--- src/rtl/dram_arbiter.sv ---
// rtl/dram_arbiter.sv - two-requester arbiter for the shared data DRAM
//
// Requester 0 is the core LSU and requester 1 is the debug/DMA side. One
// operation (read or write) is granted per cycle. The chosen request drives the
// DRAM ports combinationally in the accept cycle. Read data returns to the
// issuing requester one cycle later.
//
// Optional feature macro: DRAM_ARB_RR_EN
//   undefined : fixed priority m0 > m1, with a MAX_BURST starvation guard
//   defined   : round-robin between the two requesters under contention
//
// Ports:
//   clk, rst            clock; synchronous active-high reset
//   mX_req_valid/ready  request handshake (X = 0, 1); ready is combinational
//   mX_req_we/addr/wdata request payload, held stable until ready
//   mX_rsp_valid/rdata  read response, exactly one cycle after accept
//   dram_rd_en/addr     DRAM read port (data registered, back next cycle)
//   dram_rd_data        DRAM registered read data
//   dram_wr_en/addr/data DRAM write port (committed on the falling edge)
//   arb_busy            status: response outstanding or any request valid

module dram_arbiter #(
    parameter int ADDR_W    = 12,
    parameter int DATA_W    = 32,
    parameter int MAX_BURST = 4
) (
    input  logic              clk,
    input  logic              rst,
    input  logic              m0_req_valid,
    output logic              m0_req_ready,
    input  logic              m0_req_we,
    input  logic [ADDR_W-1:0] m0_req_addr,
    input  logic [DATA_W-1:0] m0_req_wdata,
    output logic              m0_rsp_valid,
    output logic [DATA_W-1:0] m0_rsp_rdata,
    input  logic              m1_req_valid,
    output logic              m1_req_ready,
    input  logic              m1_req_we,
    input  logic [ADDR_W-1:0] m1_req_addr,
    input  logic [DATA_W-1:0] m1_req_wdata,
    output logic              m1_rsp_valid,
    output logic [DATA_W-1:0] m1_rsp_rdata,
    output logic              dram_rd_en,
    output logic [ADDR_W-1:0] dram_rd_addr,
    input  logic [DATA_W-1:0] dram_rd_data,
    output logic              dram_wr_en,
    output logic [ADDR_W-1:0] dram_wr_addr,
    output logic [DATA_W-1:0] dram_wr_data,
    output logic              arb_busy
);

    logic       last_grant;
    logic [3:0] burst_cnt;
    logic       rsp_pend;
    logic       rsp_id;

    logic              gnt0;
    logic              gnt1;
    logic              gnt_any;
    logic              gnt_we;
    logic [ADDR_W-1:0] gnt_addr;
    logic [DATA_W-1:0] gnt_wdata;

`ifndef DRAM_ARB_RR_EN
    // The owner is masked once it has used up its burst while the other side
    // waits. The >= comparison lets a counter that grew during uncontended
    // streaming still yield at once when contention begins.
    logic burst_limit;
    logic mask0;
    logic mask1;

    assign burst_limit = (burst_cnt >= 4'(MAX_BURST));
    assign mask0       = burst_limit && (last_grant == 1'b0) && m1_req_valid;
    assign mask1       = burst_limit && (last_grant == 1'b1) && m0_req_valid;
`endif

    always_comb begin
        gnt0 = 1'b0;
        gnt1 = 1'b0;
        if (!rst) begin
`ifdef DRAM_ARB_RR_EN
            if (m0_req_valid && m1_req_valid) begin
                gnt0 = last_grant;
                gnt1 = !last_grant;
            end else begin
                gnt0 = m0_req_valid;
                gnt1 = m1_req_valid;
            end
`else
            if (m0_req_valid && !mask0) begin
                gnt0 = 1'b1;
            end else if (m1_req_valid && !mask1) begin
                gnt1 = 1'b1;
            end
`endif
        end
    end

    assign gnt_any   = gnt0 || gnt1;
    assign gnt_we    = gnt1 ? m1_req_we    : m0_req_we;
    assign gnt_addr  = gnt1 ? m1_req_addr  : m0_req_addr;
    assign gnt_wdata = gnt1 ? m1_req_wdata : m0_req_wdata;

    assign m0_req_ready = gnt0;
    assign m1_req_ready = gnt1;

    always_comb begin
        dram_rd_en   = 1'b0;
        dram_rd_addr = '0;
        dram_wr_en   = 1'b0;
        dram_wr_addr = '0;
        dram_wr_data = '0;
        if (gnt_any) begin
            if (gnt_we) begin
                dram_wr_en   = 1'b1;
                dram_wr_addr = gnt_addr;
                dram_wr_data = gnt_wdata;
            end else begin
                dram_rd_en   = 1'b1;
                dram_rd_addr = gnt_addr;
            end
        end
    end

    always_ff @(posedge clk) begin
        if (rst) begin
            last_grant <= 1'b1;
            burst_cnt  <= 4'd0;
            rsp_pend   <= 1'b0;
            rsp_id     <= 1'b0;
        end else begin
            rsp_pend <= gnt_any && !gnt_we;
            rsp_id   <= gnt1;
            if (gnt_any) begin
                last_grant <= gnt1;
                // A zero count means no grant since reset, so treat it as a switch.
                if ((gnt1 == last_grant) && (burst_cnt != 4'd0)) begin
                    if (burst_cnt != 4'd15) begin
                        burst_cnt <= burst_cnt + 4'd1;
                    end
                end else begin
                    burst_cnt <= 4'd1;
                end
            end
        end
    end

    // Gating with rst drops a response whose read was accepted just before reset.
    assign m0_rsp_valid = rsp_pend && !rst && (rsp_id == 1'b0);
    assign m1_rsp_valid = rsp_pend && !rst && (rsp_id == 1'b1);
    assign m0_rsp_rdata = m0_rsp_valid ? dram_rd_data : '0;
    assign m1_rsp_rdata = m1_rsp_valid ? dram_rd_data : '0;

    assign arb_busy = !rst && (rsp_pend || m0_req_valid || m1_req_valid);

endmodule

--- config.mk ---
export PLATFORM = sky130hd
export DESIGN_NAME = dram_arbiter
export DESIGN_NICKNAME = d
export VERILOG_FILES = /design/src/rtl/dram_arbiter.sv
export SDC_FILE = /design/constraint.sdc
export NUM_CORES = 1
export LEC_CHECK = 0
export BUFFER_PORTS_ARGS = -buffer_cell sky130_fd_sc_hd__buf_2
export CORE_AREA = 5 5 94 96
export CTS_CLUSTER_DIAMETER = 100
export DETAILED_ROUTE_END_ITERATION = 8
export DIE_AREA = 0 0 99 101
export GPL_TIMING_DRIVEN = 0
export PLACE_DENSITY = 0.63
export SYNTH_ARGS = -nofsm -noshare
export SYNTH_HDL_FRONTEND = slang
export SYNTH_SLANG_ARGS = --single-unit
--- constraint.sdc ---
create_clock -name clk -period 2 [get_ports clk]
set_input_delay 0.4 -clock clk [delete_from_list [all_inputs] [get_ports clk]]
set_output_delay 0.4 -clock clk [all_outputs]
set_load 0.03 [all_outputs]
---- After elaboration in Yosys (flattened, before gate mapping) ----
Cells that the tools add are included.
cells by class
  add/subtract/negate cells ............... 1
  magnitude comparators ................... 1
  equality and inequality tests ........... 3
  muxes and demuxes ....................... 22
  bitwise operators ....................... 2
  reduce and logical (&&, ||, !) cells .... 21
operator list
  operator                                                                              number
  32-bit two-way mux                                                                    5
  12-bit two-way mux                                                                    5
  1-bit logical AND                                                                     12
  1-bit two-way mux                                                                     10
  4-bit two-way mux                                                                     2
  4-bit by 1-bit adder with 4-bit output (second input constant)                        1
  4-bit by 3-bit greater-or-equal comparator with 1-bit output (second input constant)  1
  1-bit zero test                                                                       4
  4-bit != test (second input constant)                                                 1
  4-bit nonzero test                                                                    1
  1-bit logical OR                                                                      3
  2-bit by 1-bit != test with 1-bit output (second input constant)                      1
  1-bit NOT                                                                             2
  2-bit AND reduction                                                                   1
  1-bit equality test                                                                   1
storage, ports and cells
  register bits after elaboration ......... 7
  logic and storage cells ................. 54

---- Logic depth before layout (Yosys ltp) ----
  word-level depth ........................ 12
  mapped depth ............................ 7
  gate-level depth less buffers ........... 5

---- Least setup slack after synthesis ----
Ideal clock, no wire load.
  path kind ............................... input to output
  start ................................... in rst
  end ..................................... out dram_wr_data[15]
  arrival ................................. 1959 ps
  slack ................................... -359 ps
  cell stages on the path ................. 7
  buffers on the path ..................... 3
  path through ............................ buf_2 -> o21ba_2 -> and2_1 -> buf_4 -> buf_4 -> nand2_1 -> o21ai_0
on the way
  longest elaborated chain between the ends .. 4
  elaborated cells on any way between the ends .. 7
  those cells by class .................... mux (6); reduce/logical (1)
ends and longest elaborated chain
  item                                                            line      RTL
  start, declared                                                 28        input logic rst,
  1-bit two-way mux                                               80        if (!rst) begin
  32-bit two-way mux / 1-bit two-way mux (equally long branches)  102, 100
  32-bit two-way mux                                              114       if (gnt_we) begin
  32-bit two-way mux *                                            113       if (gnt_any) begin
  end, declared                                                   48        output logic [DATA_W-1:0] dram_wr_data,
Every way passes the cells marked *; elsewhere a longest branch is shown, timed or not.

---- Worst setup path in the final report ----
  start ................................... in m1_req_valid
  end ..................................... out dram_wr_data[29]
on the way
  longest elaborated chain between the ends .. 8
  elaborated cells on any way between the ends .. 14
  those cells by class .................... mux (9); reduce/logical (5)
ends and longest elaborated chain
  item                                                            line      RTL
  start, declared                                                 36        input logic m1_req_valid,
  1-bit logical AND                                               73        assign mask0 = burst_limit && (last_grant == 1'b0) && m1_req_valid;
  1-bit zero test                                                 90        if (m0_req_valid && !mask0) begin
  1-bit logical AND                                               90
  1-bit two-way mux                                               90
  1-bit two-way mux                                               80
  32-bit two-way mux / 1-bit two-way mux (equally long branches)  102, 100
  32-bit two-way mux                                              114
  32-bit two-way mux *                                            113
Marks and branches as above.

==> reports/results.ini <==
[status]
status=finished with violations
violations=negative setup slack

[floorplan]
std_cell_rows=33
start_util_pct=22.9
die_w_um=99
dieHeight_um=101
die-area_um2=10000
io_pins=253
core_area_um2=7970

[timing]
finClkSkew_ps=2.22
slew_viol_final=0
tightest_slew_ps=387
period_share_pct=103
hold_slack_ps=422
fmax_mhz=485
hold_violations=0
slew_headroom_pct=74.2
setup_viol=13
min_period_ps=2060
rsz0062_at_grt=true
setup_ws_ps=-61.1
fin_tns_setup_ps=-248

[yosys]
synthArstFlopShare_pct=0
synthTopCellsByArea=and2_1 (23%), nand3_1 (16%), nand2_1 (13%)
synth_ff_type=dfxtp_1
syn_nets=447
synth_cell_types=33
synth_cells=319
synth_area_um2=1830
ys_seq_area_share_pct=7.67
synth_area_leader_cell=and2_1
ys_ff_latch=7
postSynthAreaPerCell_um2=5.73
synth_edf_count=0
yosysWarningCount=0
synth_top_area_share_pct=23.3

[placement]
dp_cells=675
placed_cell_area_um2=3390
dpl.hpwl_um=8460
gp_congestion=0.916
portBuffers=251
preCtsSetupSlack_ps=-439

[power_and_ir_drop]
fin_total_pwr_mw=1.10
power_density_nw_per_um2=262
leakage_nw=2.16
ir_drop_mv=0.216

[worst_setup_path]
crit_buf_inv=4
worstSetupPathType=primary input to primary output
critPathTopFamily=buffers and inverters
slowest_delay_ps=240
crit_path_max_fanout=10
worst_setup_path_end_kind=primary output
critPathRequiredTime_ps=1600
cpMostUsedCell=buf_8
slowest_stage=a21boi_4
crit_chain=buf_2 > nor2b_4 > a21boi_4 > buf_8 > buf_8 > nand3_1 > o21ai_1 > buf_4
start_kind=primary input
worstPathArrival_ps=1660

[finish]
fin_cells=692
stdcell_area_um2=4210
diodes=0
areaGrowthSynthToFinish_pct=130
final_cell_mix=buf_2 (193), and2_1 (66), nand2_1 (61), buf_6 (52), nand3_1 (43)
layout_commonest_cell=buf_2
drive_above_1_share_pct=63.0
utilization_pct=52.8
layout.nets=716
fill_cells=769

[route]
first_pass_iters=5
antenna_left=0
routedWlPerCell_um=15.6
wl_um=10800
drc_errors=0
drtIter0Drc=99
via_count=3336
routed_via_density=4.82

[grt]
grt_max_degree=11
grt-ovfl-total=0
grt_pass1_wl_um=16200
antenna_found_initial=0
track_usage_pct=19.2
grt_pass1_vias=3329

[clocking]
clk_pin_slew_ps=40
numCtsBuffers=3
clock_sinks=7
cts_htree_levels=1
cts_tree=built
cts_root_buf=clkbuf_8
clk_latency_ps=230
ctsLongestPathBuffers=2

[run]
drv_cap=0

[min_path]
min_path_type=primary input to register

## cell families (layout without fill, tap and decap cells)
group / Yosys count / after routing / synth area share, %
compound gates: 74 / 74 / 24.0
fa+ha+maj: 2 / 2 / 1.37
buf+inv: 36 / 304 / 10.5
flops: 7 / 7 / 7.67
mux: 1 / 1 / 0.548
simple gates: 199 / 199 / 55.9
## synth_stat cells (2+ instances only)
cell type  number
o21bai_1        2
dfxtp_1         7
nand3_1        57
nor2_1          6
and3_1          2
a31oi_1         2
nand2_1        61
o21ai_0        22
inv_1           4
o211ai_2        2
buf_2          12
buf_4           9
clkbuf_1       10
a21oi_1         2
o21ai_1        35
and2_1         68
ha_1            2
## layout make-up
class	instances	area (um2)	share of cell area, %
inverter	4	15.0	0.357
clock buffer	4	45.0	1.07
sequential	7	148	3.51
timing repair buffer	264	1660	39.3
multi-input combinational	276	1860	44.2
tap	105	131	3.12
buffer	32	355	8.44
## flip-flops by register name, indices dropped and copies added, names as in the netlist
register and cells:
rsp_id 1, rsp_pend 1, burst_cnt 4, last_grant 1
## report_power, final
group / internal, mW / switching, mW
sequential: 0.147 / 0.00709
combinational: 0.328 / 0.421
clock: 0.138 / 0.0614
## worst paths after layout
kind / startpoint / to / slack, ps / cells after the start
setup / recovery: m1_req_valid / dram_wr_data[29] / -60 / 8
hold / removal: rst / burst_cnt[2] / 420 / 2
setup reg to reg: burst_cnt[3] / burst_cnt[2] / 360 / 6
hold reg to reg: burst_cnt[0] / burst_cnt[0] / 500 / 2
## worst reg2reg max path: cells and delay by family (launching register included)
family / cells / cell delay (ps)
buffers and inverters: 2 / 270
and+or+nand+nor: 1 / 530
AOI/OAI and AO/OA: 3 / 450
DFF: 1 / 300
## repair_timing
| action | in CTS | in global routing |
|---|---|---|
| gates resized for setup | 148 | 54 |
| pin swaps | 3 | 9 |
| gates cloned | 4 | 1 |
| buffers inserted | 8 | 0 |
| hold buffers | 0 | 0 |
| hold endpoints to repair | 0 | 0 |
| endpoints found under the setup margin | 98 | 113 |
## routing by layer
metal  part of all wire (%)  GRT usage [%]
met1                     36           21.5
met2                     53           38.2
met3                    9.2           3.32
met4                    1.4           2.94
met5                      0              0
(Power assumes the default switching activity.)
